**src/rtl/seq_mul_pkg.sv**
```systemverilog
// Shared types and helpers for the iterative multiply/accumulate engine.
package seq_mul_pkg;

   typedef enum logic [1:0] {
      IDLE = 2'd0,
      RUN  = 2'd1,
      DONE = 2'd2
   } state_t;

   // Counter must hold values 0..WIDTH/K inclusive.
   function automatic int unsigned cnt_width(input int unsigned width, input int unsigned k);
      return $clog2(width / k + 1);
   endfunction

endpackage

```
**src/rtl/seq_mul_step.sv**
```systemverilog
// Combinational partial-product generator: |a| times a K-bit multiplier slice.
module seq_mul_step #(
   parameter int unsigned WIDTH = 8,
   parameter int unsigned K     = 1
) (
   input  logic [WIDTH-1:0]   a_mag,
   input  logic [K-1:0]       slice,
   output logic [WIDTH+K-1:0] pp_c
);

   localparam int unsigned PPW = WIDTH + K;

   always_comb begin
      pp_c = '0;
      for (int unsigned i = 0; i < K; i++) begin
         if (slice[i]) pp_c = pp_c + (PPW'(a_mag) << i);
      end
   end

endmodule

```
**src/rtl/seq_array_multiplier.sv**
```systemverilog
// Iterative signed/unsigned multiplier with optional running accumulator,
// retiring BITS_PER_CYCLE multiplier bits per clock.
module seq_array_multiplier
   import seq_mul_pkg::*;
#(
   parameter int unsigned WIDTH          = 8,
   parameter int unsigned BITS_PER_CYCLE = 1,
   parameter int unsigned ACC_W          = 2 * WIDTH + 4
) (
   input  logic               clk,
   input  logic               rst,
   input  logic               in_valid,
   output logic               in_ready,
   input  logic [WIDTH-1:0]   a,
   input  logic [WIDTH-1:0]   b,
   input  logic               is_signed,
   input  logic               acc_en,
   input  logic               acc_clr,
   output logic               out_valid,
   input  logic               out_ready,
   output logic [2*WIDTH-1:0] product,
   output logic [ACC_W-1:0]   acc_out
);

   localparam int unsigned K  = BITS_PER_CYCLE;
   localparam int unsigned N  = WIDTH / K;
   localparam int unsigned CW = cnt_width(WIDTH, K);
   localparam int unsigned PW = 2 * WIDTH;
   localparam int unsigned SW = $clog2(PW);

   state_t            state, state_next;
   logic [WIDTH-1:0]  a_mag, b_mag;
   logic              sign_q, signed_q, acc_en_q;
   logic [PW-1:0]     partial;
   logic [CW-1:0]     count;

   logic [WIDTH+K-1:0] step_pp_c;
   logic [SW-1:0]      shamt_c;
   logic [PW-1:0]      partial_nxt_c, prod_fix_c;
   logic signed [PW-1:0] prod_s_c;
   logic [ACC_W-1:0]   prod_ext_c;
   logic               last_c;

   seq_mul_step #(.WIDTH(WIDTH), .K(K)) u_step (
      .a_mag (a_mag),
      .slice (b_mag[K-1:0]),
      .pp_c  (step_pp_c)
   );

   // Partial-product accumulation and final sign fix-up / extension.
   always_comb begin
      shamt_c       = SW'(count) * SW'(K);
      partial_nxt_c = partial + (PW'(step_pp_c) << shamt_c);
      last_c        = (count == CW'(N - 1));
      prod_fix_c    = sign_q ? (~partial_nxt_c + PW'(1)) : partial_nxt_c;
      prod_s_c      = $signed(prod_fix_c);
      if (signed_q) prod_ext_c = ACC_W'(prod_s_c);
      else          prod_ext_c = ACC_W'(prod_fix_c);
   end

   always_ff @(posedge clk) begin
      if (rst) state <= IDLE;
      else     state <= state_next;
   end

   always_comb begin
      state_next = state;
      case (state)
         IDLE:    if (in_valid)  state_next = RUN;
         RUN:     if (last_c)    state_next = DONE;
         DONE:    if (out_ready) state_next = IDLE;
         default: state_next = IDLE;
      endcase
   end

   // Operand registers, iteration counter, outputs and accumulator.
   always_ff @(posedge clk) begin
      if (rst) begin
         in_ready  <= 1'b1;
         out_valid <= 1'b0;
         a_mag     <= '0;
         b_mag     <= '0;
         sign_q    <= 1'b0;
         signed_q  <= 1'b0;
         acc_en_q  <= 1'b0;
         partial   <= '0;
         count     <= '0;
         product   <= '0;
         acc_out   <= '0;
      end else begin
         in_ready  <= (state_next == IDLE);
         out_valid <= (state_next == DONE);
         case (state)
            IDLE: begin
               if (acc_clr) acc_out <= '0;
               if (in_valid) begin
                  a_mag    <= (is_signed && a[WIDTH-1]) ? (~a + WIDTH'(1)) : a;
                  b_mag    <= (is_signed && b[WIDTH-1]) ? (~b + WIDTH'(1)) : b;
                  sign_q   <= is_signed & (a[WIDTH-1] ^ b[WIDTH-1]);
                  signed_q <= is_signed;
                  acc_en_q <= acc_en;
                  partial  <= '0;
                  count    <= '0;
               end
            end
            RUN: begin
               partial <= partial_nxt_c;
               b_mag   <= b_mag >> K;
               count   <= count + CW'(1);
               if (last_c) begin
                  product <= prod_fix_c;
                  if (acc_en_q) acc_out <= acc_out + prod_ext_c;
               end
            end
            default: ;
         endcase
      end
   end

endmodule

```
**config.mk**
```make
export PLATFORM = sky130hd
export DESIGN_NAME = seq_array_multiplier
export DESIGN_NICKNAME = d
export VERILOG_FILES = /design/src/rtl/seq_mul_pkg.sv /design/src/rtl/seq_mul_step.sv /design/src/rtl/seq_array_multiplier.sv
export SDC_FILE = /design/constraint.sdc
export NUM_CORES = 1
export LEC_CHECK = 0
export ABC_CLOCK_PERIOD_IN_PS = 6900
export CAP_MARGIN = 30
export CORE_UTILIZATION = 34
export CTS_CLUSTER_SIZE = 12
export DETAILED_ROUTE_END_ITERATION = 12
export REMOVE_ABC_BUFFERS = 1
export SETUP_SLACK_MARGIN = 0.3
export SLEW_MARGIN = 30
export SYNTH_ARGS = -nofsm -noshare
export SYNTH_HDL_FRONTEND = slang
export SYNTH_SLANG_ARGS = --single-unit
```
**constraint.sdc**
```tcl
create_clock -name clk -period 6.9 [get_ports clk]
set_input_delay 0.69 -clock clk [delete_from_list [all_inputs] [get_ports clk]]
set_output_delay 0.69 -clock clk [all_outputs]
set_load 0.02 [all_outputs]
```
After elaboration in Yosys (flattened, before gate mapping)
Cells that the tools add are included.
{ "word_totals": {"inputBits": 23, "output_inout_bits": 38, "reg_bits": 79} }
{ "op_classes": {"add_sub_neg": 6, "reduce_logical": 9, "bitwise": 5, "shift": 1, "n_eq_ne": 8, "mux": 19} }
{ "op_table": {"columns": ["cell", "n"], "rows": [
  ["$mux 20", 4],
  ["$pmux 20 s2", 1],
  ["$mux 16", 2],
  ["$mux 8", 4],
  ["$pmux 16 s2", 1],
  ["$add 20x20->20", 1],
  ["$add 16x1->16 const B", 1],
  ["$add 16x16->16", 1],
  ["$add 8x1->8 const B", 2],
  ["$not 16->16", 1],
  ["$not 8->8", 2],
  ["$pmux 8 s2", 1],
  ["$shl 9x4->16", 1],
  ["$ne 2x2->1 const B", 4],
  ["$pmux 4 s2", 1],
  ["$mux 2", 3],
  ["$pmux 2 s3", 1],
  ["$reduce_and 2->1", 3],
  ["$add 4x1->4 const B", 1],
  ["$eq 2x2->1 const B", 2],
  ["$eq 4x3->1 const B", 1],
  ["$logic_not 2->1", 2],
  ["$mux 4", 1],
  ["$reduce_and 4->1", 1],
  ["other kinds (5)", 6]
]} }

Logic depth before layout (Yosys ltp)
{ "logic_depth": {"depth_word": 11, "ltp_mapped": 30, "ltp_nobuf": 28} }

Cells and area by module
Synthesis repeated with hierarchy kept, for this count alone.
{ "hier_totals": {"hier_cells": 748, "hier_area_um2": 5801.8} }
{ "by_module_without_submodules": {"columns": ["mod", "cells_per_inst", "seq_area_each_um2", "instances", "area_each_um2"], "rows": [
  ["seq_array_multiplier", 738, 1581.5, 1, 5740.5],
  ["seq_mul_step", 10, 0.0, 1, 61.3]
]} }

Worst setup path before layout
No wires, ideal clock.
{ "synth_path": {"path_type": "reg2reg", "from": "reg count[0]", "to": "reg acc_out[19]", "setup_slack_ps": 825, "setup_ps": 63, "path_stages_with_launch": 27, "synth_period_minus_slack_ps": 6075, "required_ps": 6837, "arrival_time_ps": 6013, "path_cell_list": "dfxtp_1 clkbuf_1 clkbuf_1 mux4_2 a31oi_1 nor2_1 ha_1 and3_4 a22oi_1 a21oi_1 xor2_1 or2_2 nand2b_1 nand2_1 xnor2_1 ha_1 a211o_1 o211ai_1 nand2b_1 o41a_1 a211o_1 a21oi_1 o21bai_1 maj3_2 mux2i_1 nor4b_1 nand3b_1"} }
{ "synth_between": {"elab_chain_cells": 10} }
{ "synth_lines": {"columns": ["item", "line_no", "text"], "rows": [
  ["from (decl)", "seq_array_multiplier.sv:35", "logic [CW-1:0] count;"],
  ["from (signal assigned)", "seq_array_multiplier.sv:109", "count <= count + CW'(1);"],
  ["$shl 9x4->16 (*)", "seq_array_multiplier.sv:53", "partial_nxt_c = partial + (PW'(step_pp_c) << shamt_c);"],
  ["$add 16x16->16 (*)", "seq_array_multiplier.sv:53", null],
  ["$not 16->16", "seq_array_multiplier.sv:55", "prod_fix_c = sign_q ? (~partial_nxt_c + PW'(1)) : partial_nxt_c;"],
  ["$add 16x1->16", "seq_array_multiplier.sv:55", null],
  ["$mux 16 (*)", "seq_array_multiplier.sv:55", null],
  ["$mux 20 (*)", "seq_array_multiplier.sv:57", "if (signed_q) prod_ext_c = ACC_W'(prod_s_c);"],
  ["net prod_ext_c[8]", "seq_array_multiplier.sv:41", "logic [ACC_W-1:0] prod_ext_c;"],
  ["$add 20x20->20 (*)", "seq_array_multiplier.sv:112", "if (acc_en_q) acc_out <= acc_out + prod_ext_c;"],
  ["$mux 20 (*)", "seq_array_multiplier.sv:112", null],
  ["$mux 20 (*)", "seq_array_multiplier.sv:110", "if (last_c) begin"],
  ["$pmux 20 s2 (*)", "seq_array_multiplier.sv:93", "case (state)"],
  ["to (signal assigned)", "seq_array_multiplier.sv:112", null],
  ["to (decl)", "seq_array_multiplier.sv:22", "output logic [ACC_W-1:0] acc_out"]
]} }
Mark *: on every way through the listed nets, which the timed path passes. The rest lies on a longest branch. The select of a mux whose other input is x is not followed.
A chain may end at the register's enable or synchronous reset.

Worst setup path after layout
Same ends and word-level chain as after synthesis.

==> results.sh <==
export IMPL_max_slew_margin=0.4259
export IMPL_power_density_nw_per_um2=175.2
export IMPL_track_usage=0.1784
export IMPL_synthDistinctLibCells=64
export IMPL_fin_ws_ns=0.7731
export IMPL_synth_avg_cell_area_sq_um=7.776
export IMPL_layout_commonest_cell="nor2_1"
export IMPL_die_h_microns=128.7
export IMPL_grt_busiest_layer="met2"
export IMPL_cts_clk_slew_worst_paths_ns=0.06
export IMPL_yosys_warnings=0
export IMPL_hold_end="product[12]$_SDFFE_PP0P_"
export IMPL_reg2regPathDepth=25
export IMPL_drt_iter0_markers=369
export IMPL_syn_cell_area_sq_um=5459
export IMPL_clkSinkCount=79
export IMPL_final_cell_mix="nor2_1, dfxtp_1, nand2_1, clkdlybuf4s50_1, a21oi_1"
export IMPL_rows=45
export IMPL_drv_slew=0
export IMPL_r2r_end="acc_out[19]$_SDFFE_PP0P_"
export IMPL_hold_path_startpoint="product[12]$_SDFFE_PP0P_"
export IMPL_synth_area_top_cells="dfxtp_1, ha_1, nor2_1"
export IMPL_finalCritPeriodShare=0.8880
export IMPL_drv_cap=0
export IMPL_area_delta_synth_final_pct=20.51
export IMPL_worstHoldPathType="flip-flop to flip-flop"
export IMPL_cp_required_ns=7.19
export IMPL_r2r_start="count[0]$_SDFFE_PP0P_"
export IMPL_end_kind="flip-flop"
export IMPL_vias=5102
export IMPL_clk_latency_ns=0.35
export IMPL_ys_async_sr_fraction=0
export IMPL_grt_max_degree=82
export IMPL_place_area_sq_um=6221
export IMPL_setup_tns_ns=0
export IMPL_wl_per_cell_microns=14.82
export IMPL_met2_usage=0.2906
export IMPL_pre_cts_slack_ns=0.4079
export IMPL_grt_met1_usage=0.2301
export IMPL_power_leakage_uw=0.002708
export IMPL_outcome="finished, final reports clean"
export IMPL_synth_top_area_cell="dfxtp_1"
export IMPL_ant_nets=0
export IMPL_die_area_sq_um=16570
export IMPL_synth_edf_count=0
export IMPL_drive_gt1_frac=0.06961
export IMPL_finalNetCount=805
export IMPL_ioPinCount=61
export IMPL_fp_coreArea_sq_um=15430
export IMPL_synth_flop_cell="dfxtp_1"
export IMPL_vias_per_cell=5.326
export IMPL_rrSetupSlack_ns=0.77
export IMPL_arrival_ns=6.42
export IMPL_port_buffer_count=60
export IMPL_clockBufferDepth=2
export IMPL_antenna_cells=0
export IMPL_place_gp_congestion=0.8763
export IMPL_synthCells=702
export IMPL_cp_start_kind="flip-flop"
export IMPL_critical_path_max_fanout=16
export IMPL_final_util=0.4264
export IMPL_ys_seq_area_frac=0.2897
export IMPL_grt_pass1_wl_mm=23.23
export IMPL_whs_ns=0.4544
export IMPL_hold_viol=0
export IMPL_grt_pass1_vias=4705
export IMPL_peakVddDrop_mv=0.1170
export IMPL_seq_area_sq_um=1588
export IMPL_fmax_mhz=163.2
export IMPL_synth_top_area_frac=0.2897
export IMPL_final_setup_skew_ns=0.01102
export IMPL_dpl_hpwl_mm=10.58
export IMPL_die_w_microns=128.7
export IMPL_drc=0
export IMPL_cts_root_buffer_cell="clkbuf_16"
export IMPL_cts_tree="done"
export IMPL_cts_htree_levels=3
export IMPL_critPathKind="flip-flop to flip-flop"
export IMPL_design_area_sq_um=6579
export IMPL_rsz0062_at_grt="no"
export IMPL_grt_util_met3=0.03784
export IMPL_tightestPinTransition_ns=0.8612
export IMPL_ys_seq_elements=79
export IMPL_grt_ovfl_total=0
export IMPL_dr_pass1_iters=5
export IMPL_cts_buffers=9
export IMPL_fillers=1585
export IMPL_wirelength_mm=14.20
export IMPL_multi_input_area_sq_um=3666
export IMPL_holdPathStages=2
export IMPL_fin_crit_ns=6.127
export IMPL_antenna_found_initial=0
export IMPL_setup_violations=0
export IMPL_start_util=0.3539
==> final cells by class <==
cell class	count	share of cell area
inverters	24	0.01369
multi-input cells	562	0.5572
flip-flops and latches	79	0.2413
repair buffers	66	0.09738
well taps	211	0.04013
clock inverters	6	0.01388
clock buffers	10	0.03633
==> cells in the mapped netlist (all sizes together) (5+ instances only) <==
master,n
a21o,11
xor2,21
a211oi,9
nand2,67
ha,38
mux2i,5
dfxtp,79
o31ai,6
nor2,111
o22ai,6
nor3,22
a31oi,13
nor2b,10
o21a,5
o21ai,27
inv,23
and2,5
clkbuf,37
nand3,23
and3,7
a21oi,47
nand3b,5
mux2,6
a222oi,6
xnor2,24
a22oi,24
nand2b,8
==> worst max-delay path, cell delays in order (launching register included) <==
cell and delay [ns]:
dfxtp_4 0.40, mux2_2 0.26, nand2_1 0.06, or2_2 0.31, or3_1 0.36, fa_1 0.45
nor2b_1 0.17, o31a_1 0.26, or4b_1 0.14, nand3_1 0.13, or2_2 0.34, nand2b_1 0.15
nand2_1 0.08, xnor2_1 0.17, ha_1 0.34, a211o_1 0.31, o211ai_1 0.13, nand2b_1 0.11
o41a_1 0.43, a211o_1 0.29, a21oi_2 0.19, o21bai_1 0.10, maj3_2 0.34, mux2i_1 0.15
nor4b_1 0.27, nand3b_1 0.14
==> kinds of logic (layout without fill, tap and decap cells) <==
logic type / Yosys count / in the layout / synth area share
compound gates: 183 / 183 / 0.2253
simple gates: 279 / 279 / 0.2381
flops: 79 / 79 / 0.2897
mux: 14 / 14 / 0.03621
xor+xnor: 45 / 45 / 0.07220
fa+ha+maj: 41 / 41 / 0.09649
buf+inv: 61 / 106 / 0.04194
==> repair_timing <==
action / CTS / global route
gates resized for setup: 0 / 7
endpoints found under the setup margin: 0 / 2
setup buffers: 0 / 1
hold buffers: 0 / 0
==> power by group <==
part / internal, uW / switching, uW
Combinational: 60.6 / 81.4
Clock: 329 / 202
Sequential: 466 / 13.9
Total: 855 / 297
==> through the flow <==
step                power (uW)  instances
global placement         627.1        941
detailed placement       630.9        941
finish                    1153        958
CTS                       1167        957
global route              1201        958
floorplan                577.1        665
==> metal layers <==
metal | share of wire | vias up | wire length, microns
li1 | - | 2589 | -
met1 | 0.47 | 2380 | 6710
met2 | 0.46 | 107 | 6545
met3 | 0.043 | 26 | 614
met4 | 0.023 | 0 | 324
met5 | 0 | - | 0
==> registers in the layout, indices dropped and copies added, names as in the netlist <==
name / cells
sign_q: 1
out_valid: 1
acc_out: 20
count: 4
b_mag: 8
in_ready: 1
partial: 16
a_mag: 8
acc_en_q: 1
signed_q: 1
product: 16
state: 2
==> how the worst max path moves through the flow <==
stage	start	endpoint	slack, ns	cells after the start
6_report	count[0]$_SDFFE_PP0P_	acc_out[19]$_SDFFE_PP0P_	0.77	25
5_1_grt	count[0]$_SDFFE_PP0P_	acc_out[19]$_SDFFE_PP0P_	0.38	25
4_1_cts	count[0]$_SDFFE_PP0P_	acc_out[19]$_SDFFE_PP0P_	0.39	24
3_5_place_dp	count[0]$_SDFFE_PP0P_	acc_out[19]$_SDFFE_PP0P_	0.41	24
3_3_place_gp	count[0]$_SDFFE_PP0P_	acc_out[19]$_SDFFE_PP0P_	0.66	24
2_1_floorplan	count[0]$_SDFFE_PP0P_	acc_out[19]$_SDFFE_PP0P_	1.04	25
(Power assumes the default switching activity.)
